==> src/rtl/alarm_timing_pkg.sv <==
// Shared definitions for the alarm timing blocks.
// - timer_state_e : countdown FSM state encoding
// - *_S constants : factory default time values in seconds
package alarm_timing_pkg;

    localparam int unsigned DEFAULT_VALUE_W = 4;

    // Factory default times (seconds)
    localparam logic [DEFAULT_VALUE_W-1:0] ARM_S       = 4'd6;
    localparam logic [DEFAULT_VALUE_W-1:0] DRIVER_S    = 4'd8;
    localparam logic [DEFAULT_VALUE_W-1:0] PASSENGER_S = 4'd15;
    localparam logic [DEFAULT_VALUE_W-1:0] ALARM_ON_S  = 4'd10;

    typedef enum logic [1:0] {
        StIdle   = 2'b00,
        StCount  = 2'b01,
        StExpire = 2'b10
    } timer_state_e;

endpackage

==> src/rtl/param_countdown.sv <==
// Countdown FSM with its remaining-seconds counter.
// Ports:
//   clk_i          clock
//   rst_ni         asynchronous active-low reset
//   start_i        load load_value_i and (re)start the countdown
//   load_value_i   value to load on start
//   tick_i         one-per-second decrement strobe
//   remaining_o    current count
//   busy_o         countdown in progress
//   expired_o      one-cycle pulse when the countdown ends
module param_countdown
    import alarm_timing_pkg::*;
#(
    parameter int unsigned VALUE_W = 4
) (
    input  logic               clk_i,
    input  logic               rst_ni,
    input  logic               start_i,
    input  logic [VALUE_W-1:0] load_value_i,
    input  logic               tick_i,
    output logic [VALUE_W-1:0] remaining_o,
    output logic               busy_o,
    output logic               expired_o
);

    timer_state_e       state_q, state_d;
    logic [VALUE_W-1:0] remaining_q, remaining_d;

    always_ff @(posedge clk_i or negedge rst_ni) begin
        if (!rst_ni) begin
            state_q     <= StIdle;
            remaining_q <= '0;
        end else begin
            state_q     <= state_d;
            remaining_q <= remaining_d;
        end
    end

    always_comb begin
        state_d     = state_q;
        remaining_d = remaining_q;
        // Start wins over a tick in the same cycle, in every state.
        if (start_i) begin
            remaining_d = load_value_i;
            state_d     = (load_value_i != '0) ? StCount : StExpire;
        end else begin
            unique case (state_q)
                StIdle: ;
                StCount: begin
                    if (tick_i) begin
                        if (remaining_q > VALUE_W'(1)) begin
                            remaining_d = remaining_q - VALUE_W'(1);
                        end else begin
                            remaining_d = '0;
                            state_d     = StExpire;
                        end
                    end
                end
                StExpire: state_d = StIdle;
                default:  state_d = StIdle;
            endcase
        end
    end

    assign remaining_o = remaining_q;
    assign busy_o      = (state_q == StCount);
    assign expired_o   = (state_q == StExpire);

endmodule

==> src/rtl/param_timer.sv <==
// Programmable time-parameter store with a one-second countdown timer.
// Ports:
//   clk            clock
//   reset_n        asynchronous active-low reset
//   reprogram      write prog_value into entry prog_sel
//   prog_sel       entry to write (out-of-range writes are dropped)
//   prog_value     value to write
//   interval       entry used for the value lookup and timer load
//   start_timer    load entry[interval] into the countdown
//   one_hz_enable  one-per-second tick
//   value          registered entry[interval]
//   remaining      countdown count
//   busy           countdown in progress
//   expired        one-cycle pulse at countdown end
module param_timer
    import alarm_timing_pkg::*;
#(
    parameter int unsigned                     NUM_PARAMS = 4,
    parameter int unsigned                     VALUE_W    = 4,
    parameter logic [NUM_PARAMS*VALUE_W-1:0]   DEFAULTS   =
        {ALARM_ON_S, PASSENGER_S, DRIVER_S, ARM_S},
    localparam int unsigned                    SEL_W      =
        (NUM_PARAMS > 1) ? $clog2(NUM_PARAMS) : 1
) (
    input  logic               clk,
    input  logic               reset_n,
    input  logic               reprogram,
    input  logic [SEL_W-1:0]   prog_sel,
    input  logic [VALUE_W-1:0] prog_value,
    input  logic [SEL_W-1:0]   interval,
    input  logic               start_timer,
    input  logic               one_hz_enable,
    output logic [VALUE_W-1:0] value,
    output logic [VALUE_W-1:0] remaining,
    output logic               busy,
    output logic               expired
);

    logic [VALUE_W-1:0] params_q [NUM_PARAMS];
    logic [VALUE_W-1:0] lookup;
    logic [VALUE_W-1:0] value_q;

    // Parameter store. An index that matches no entry writes nothing.
    for (genvar g = 0; g < NUM_PARAMS; g++) begin : g_param
        logic [VALUE_W-1:0] param_d;

        always_comb begin
            param_d = params_q[g];
            if (reprogram && (prog_sel == SEL_W'(g))) begin
                param_d = prog_value;
            end
        end

        always_ff @(posedge clk or negedge reset_n) begin
            if (!reset_n) begin
                params_q[g] <= DEFAULTS[g*VALUE_W +: VALUE_W];
            end else begin
                params_q[g] <= param_d;
            end
        end
    end

    // Reads the stored (pre-write) contents, so a same-cycle write is not seen
    // by either the lookup register or the timer load.
    always_comb begin
        lookup = '0;
        for (int i = 0; i < NUM_PARAMS; i++) begin
            if (interval == SEL_W'(i)) begin
                lookup = params_q[i];
            end
        end
    end

    always_ff @(posedge clk or negedge reset_n) begin
        if (!reset_n) begin
            value_q <= '0;
        end else begin
            value_q <= lookup;
        end
    end

    assign value = value_q;

    param_countdown #(
        .VALUE_W (VALUE_W)
    ) u_countdown (
        .clk_i        (clk),
        .rst_ni       (reset_n),
        .start_i      (start_timer),
        .load_value_i (lookup),
        .tick_i       (one_hz_enable),
        .remaining_o  (remaining),
        .busy_o       (busy),
        .expired_o    (expired)
    );

endmodule

==> config.mk <==
export PLATFORM = sky130hd
export DESIGN_NAME = param_timer
export DESIGN_NICKNAME = d
export VERILOG_FILES = /design/src/rtl/alarm_timing_pkg.sv /design/src/rtl/param_countdown.sv /design/src/rtl/param_timer.sv
export SDC_FILE = /design/constraint.sdc
export NUM_CORES = 1
export LEC_CHECK = 0
export BUFFER_PORTS_ARGS = -buffer_cell sky130_fd_sc_hd__buf_4
export CORE_MARGIN = 2
export CORE_UTILIZATION = 57
export DETAILED_ROUTE_END_ITERATION = 8
export PLACE_DENSITY_LB_ADDON = 0.25
export SLEW_MARGIN = 10
export SYNTH_ARGS = -nofsm -noshare
export SYNTH_HDL_FRONTEND = slang
export SYNTH_SLANG_ARGS = --single-unit
==> constraint.sdc <==
create_clock -name clk -period 2.5 [get_ports clk]
set_input_delay 0.125 -clock clk [delete_from_list [all_inputs] [get_ports clk]]
set_output_delay 0.125 -clock clk [all_outputs]
set_load 0.1 [all_outputs]
==> impl_metrics.yaml <==
sta:
  rsz0062_at_grt: "false"
  tightest_slew_ns: 0.7166
  skew_ns: 0.002615
  max_slew_margin_pct: 52.12
  post-route-period-util_pct: 69.30
  final.setup.tns_ns: 0
  clock.fmax_mhz: 577.2
  slew_violations: 0
  hold_viol: 0
  setup_viol_count_final: 0
  post-route-min-period_ns: 1.732
global_route:
  grt_pass1_wl_um: 3574
  grt_pass1_vias: 833
  grt_max_degree: 27
  grt_use_total_pct: 19.26
  antenna_found_initial: 0
  grt.overflow.total: 0
drt:
  finalWirelength_um: 2066
  met1_length_um: 799
  drc_errors: 0
  dr.pass1.iters: 4
  met3_length_um: 109
  drt-initial-drc-count: 7
  wl_per_cell_um: 14.65
  via_per_inst: 5.667
  dr_wl_met2_um: 1129
  highest_layer: "met4"
  ant_nets: 0
  num_vias: 799
cells_and_area:
  antenna_cells: 0
  multi_input_area_um2: 505.5
  layout_common_cells: "22 x buf_4, 17 x dfrtp_1, 16 x mux2_2"
  nets: 130
  fin_util_pct: 72.83
  fill_cells: 144
  drive_above_1_share_pct: 48.25
  final_common_cell: "buf_4"
  syn_to_final_growth_pct: 19.71
  final-seq-area_um2: 661.9
  final_area_um2: 1429
clocking:
  clk_path_buf_depth: 2
  cts_resized: 0
  htree_levels: 1
  cts_tree: "yes"
  hold_buffers: 1
  cts_sinks: 26
  clk_latency_ns: 0.31
  root_buffer: "clkbuf_4"
  post-cts-setup-buffers: 0
  clkTransAtPathRegs_ns: 0.13
  numCtsBuffers: 3
min_path:
  hold_path.class: "input port to flip-flop"
  min_path_cells: 2
placed_design:
  gp_congestion: 0.8049
  place_area_um2: 1393
  portBuffers: 22
  post-dp-hpwl_um: 1582
logic_synthesis:
  ys_seq_area_share_pct: 55.45
  synth_top_area_share_pct: 35.64
  yosys_warnings: 0
  yosys.area.top_type: "dfrtp_1"
  syn_avg_cell_area_um2: 13.72
  ys_types: 28
  yosys-top-cells-area: "dfrtp_1 36%, dfstp_2 20%, mux2_2 15%"
  synth.ff_latch_count: 26
  netlist_instances: 87
  syn_area_um2: 1194
  syn_nets: 102
floorplan:
  die-area_um2: 2476
  core_area_um2: 1962
  rows: 16
  start_util_pct: 60.84
  dieWidth_um: 49.76
  fp.dieH_um: 49.76
  ios: 23
flow_run:
  drv_cap: 0
worst_setup_path:
  critical_path_required_ns: 2.72
  crit_arrival_ns: 1.95
  cp-end-kind: "flip-flop"
  path_class: "flip-flop to flip-flop"
  startpoint_type: "flip-flop"
  worst-path-max-fanout: 3
  reg2reg_depth: 3
  r2r_slack_ns: 0.77
pwr:
  p_leak_nw: 0.6311
  vdd_drop_max_mv: 0.5880
  powerDensity_nw_per_um2: 909.8
status:
  outcome: "finished, final reports clean"
## registers in the layout (all words and copies together), names as in the netlist
signal,cells
u_countdown.remaining_o,4
value,4
params_q,16
u_countdown.state_q,2
## worst max-delay path, stage by stage, from the launching register on
cell	delay (ns)
dfrtp_1	0.40
mux4_2	0.49
or4_4	0.55
a21bo_1	0.20
## metrics by stage
| step | std cells | power [mW] | hold WS, ns | setup slack [ns] |
|---|---|---|---|---|
| 5_1_grt | 141 | 1.356 | 0.01966 | 0.7275 |
| 3_3_place_gp | 136 | 1.116 | 0.04271 | 0.8120 |
| 2_1_floorplan | 87 | 0.9944 | -0.1706 | 0.1148 |
| 4_1_cts | 141 | 1.307 | 0.02049 | 0.7637 |
| 3_5_place_dp | 136 | 1.131 | 0.04625 | 0.7817 |
| 6_report | 141 | 1.300 | 0.02490 | 0.7675 |
## report_power, final
part | switching [mW] | total (mW) | internal, mW | leakage [nW]
combinational | 0.387 | 0.548 | 0.161 | 0.321
sequential | 0.0481 | 0.572 | 0.524 | 0.295
clock | 0.117 | 0.179 | 0.0624 | 0.0150
total | 0.552 | 1.30 | 0.748 | 0.631
## cells by family after synthesis
kind of cell | after synthesis | synth area share, %
and+or+nand+nor | 20 | 9.959
AOI/OAI and AO/OA | 12 | 7.337
adders and majority gates | 2 | 2.096
muxes | 20 | 22.96
buffers and inverters | 7 | 2.201
DFF | 26 | 55.45
## routing by layer
| metal | global-route usage (%) | vias to the layer above |
|---|---|---|
| met2 | 36.89 | 29 |
| met5 | 0 | - |
| met1 | 20.50 | 387 |
| li1 | - | 379 |
| met3 | 3.939 | 4 |
| met4 | 6.944 | 0 |
## cell type report
class	instances	area share, %
Clock buffer	4	1.839
Sequential cell	26	46.32
Timing Repair Buffer	23	12.26
Inverter	7	1.839
Multi-Input combinational cell	54	35.38
Tap cell	27	2.364
## path summary, 6_finish.rpt
| check | start | endpoint |
|---|---|---|
| setup / recovery | params_q[2]$_DFFE_PN0P_ | u_countdown.state_q[0]$_DFFE_PN0P_ |
| hold / removal | start_timer | u_countdown.state_q[0]$_DFFE_PN0P_ |
| setup reg to reg | params_q[2]$_DFFE_PN0P_ | u_countdown.state_q[0]$_DFFE_PN0P_ |
| hold reg to reg | params_q[8]$_DFFE_PN0P_ | params_q[8]$_DFFE_PN0P_ |
| max in group asynchronous | reset_n | params_q[13]$_DFFE_PN1P_ |
| min in group asynchronous | reset_n | u_countdown.remaining_o[3]$_DFFE_PN0P_ |
## synth_stat cells
master / n
nor2b_1: 2
and3b_1: 1
nor3b_1: 1
o21bai_1: 1
clkinv_1: 1
o21ai_0: 1
o211ai_1: 2
inv_1: 6
nor2_1: 5
dfstp_2: 9
nand3_1: 1
ha_1: 2
or2_2: 1
o311ai_0: 1
nor3_1: 1
nand3b_1: 3
a21o_1: 1
mux2_2: 16
mux4_1: 1
nand2_1: 2
a31oi_1: 4
or4_1: 1
nor4_1: 1
mux4_2: 3
o2111ai_1: 1
dfrtp_1: 17
a21bo_1: 1
or4_4: 1
No activity file was read; power rests on OpenSTA's default activity.
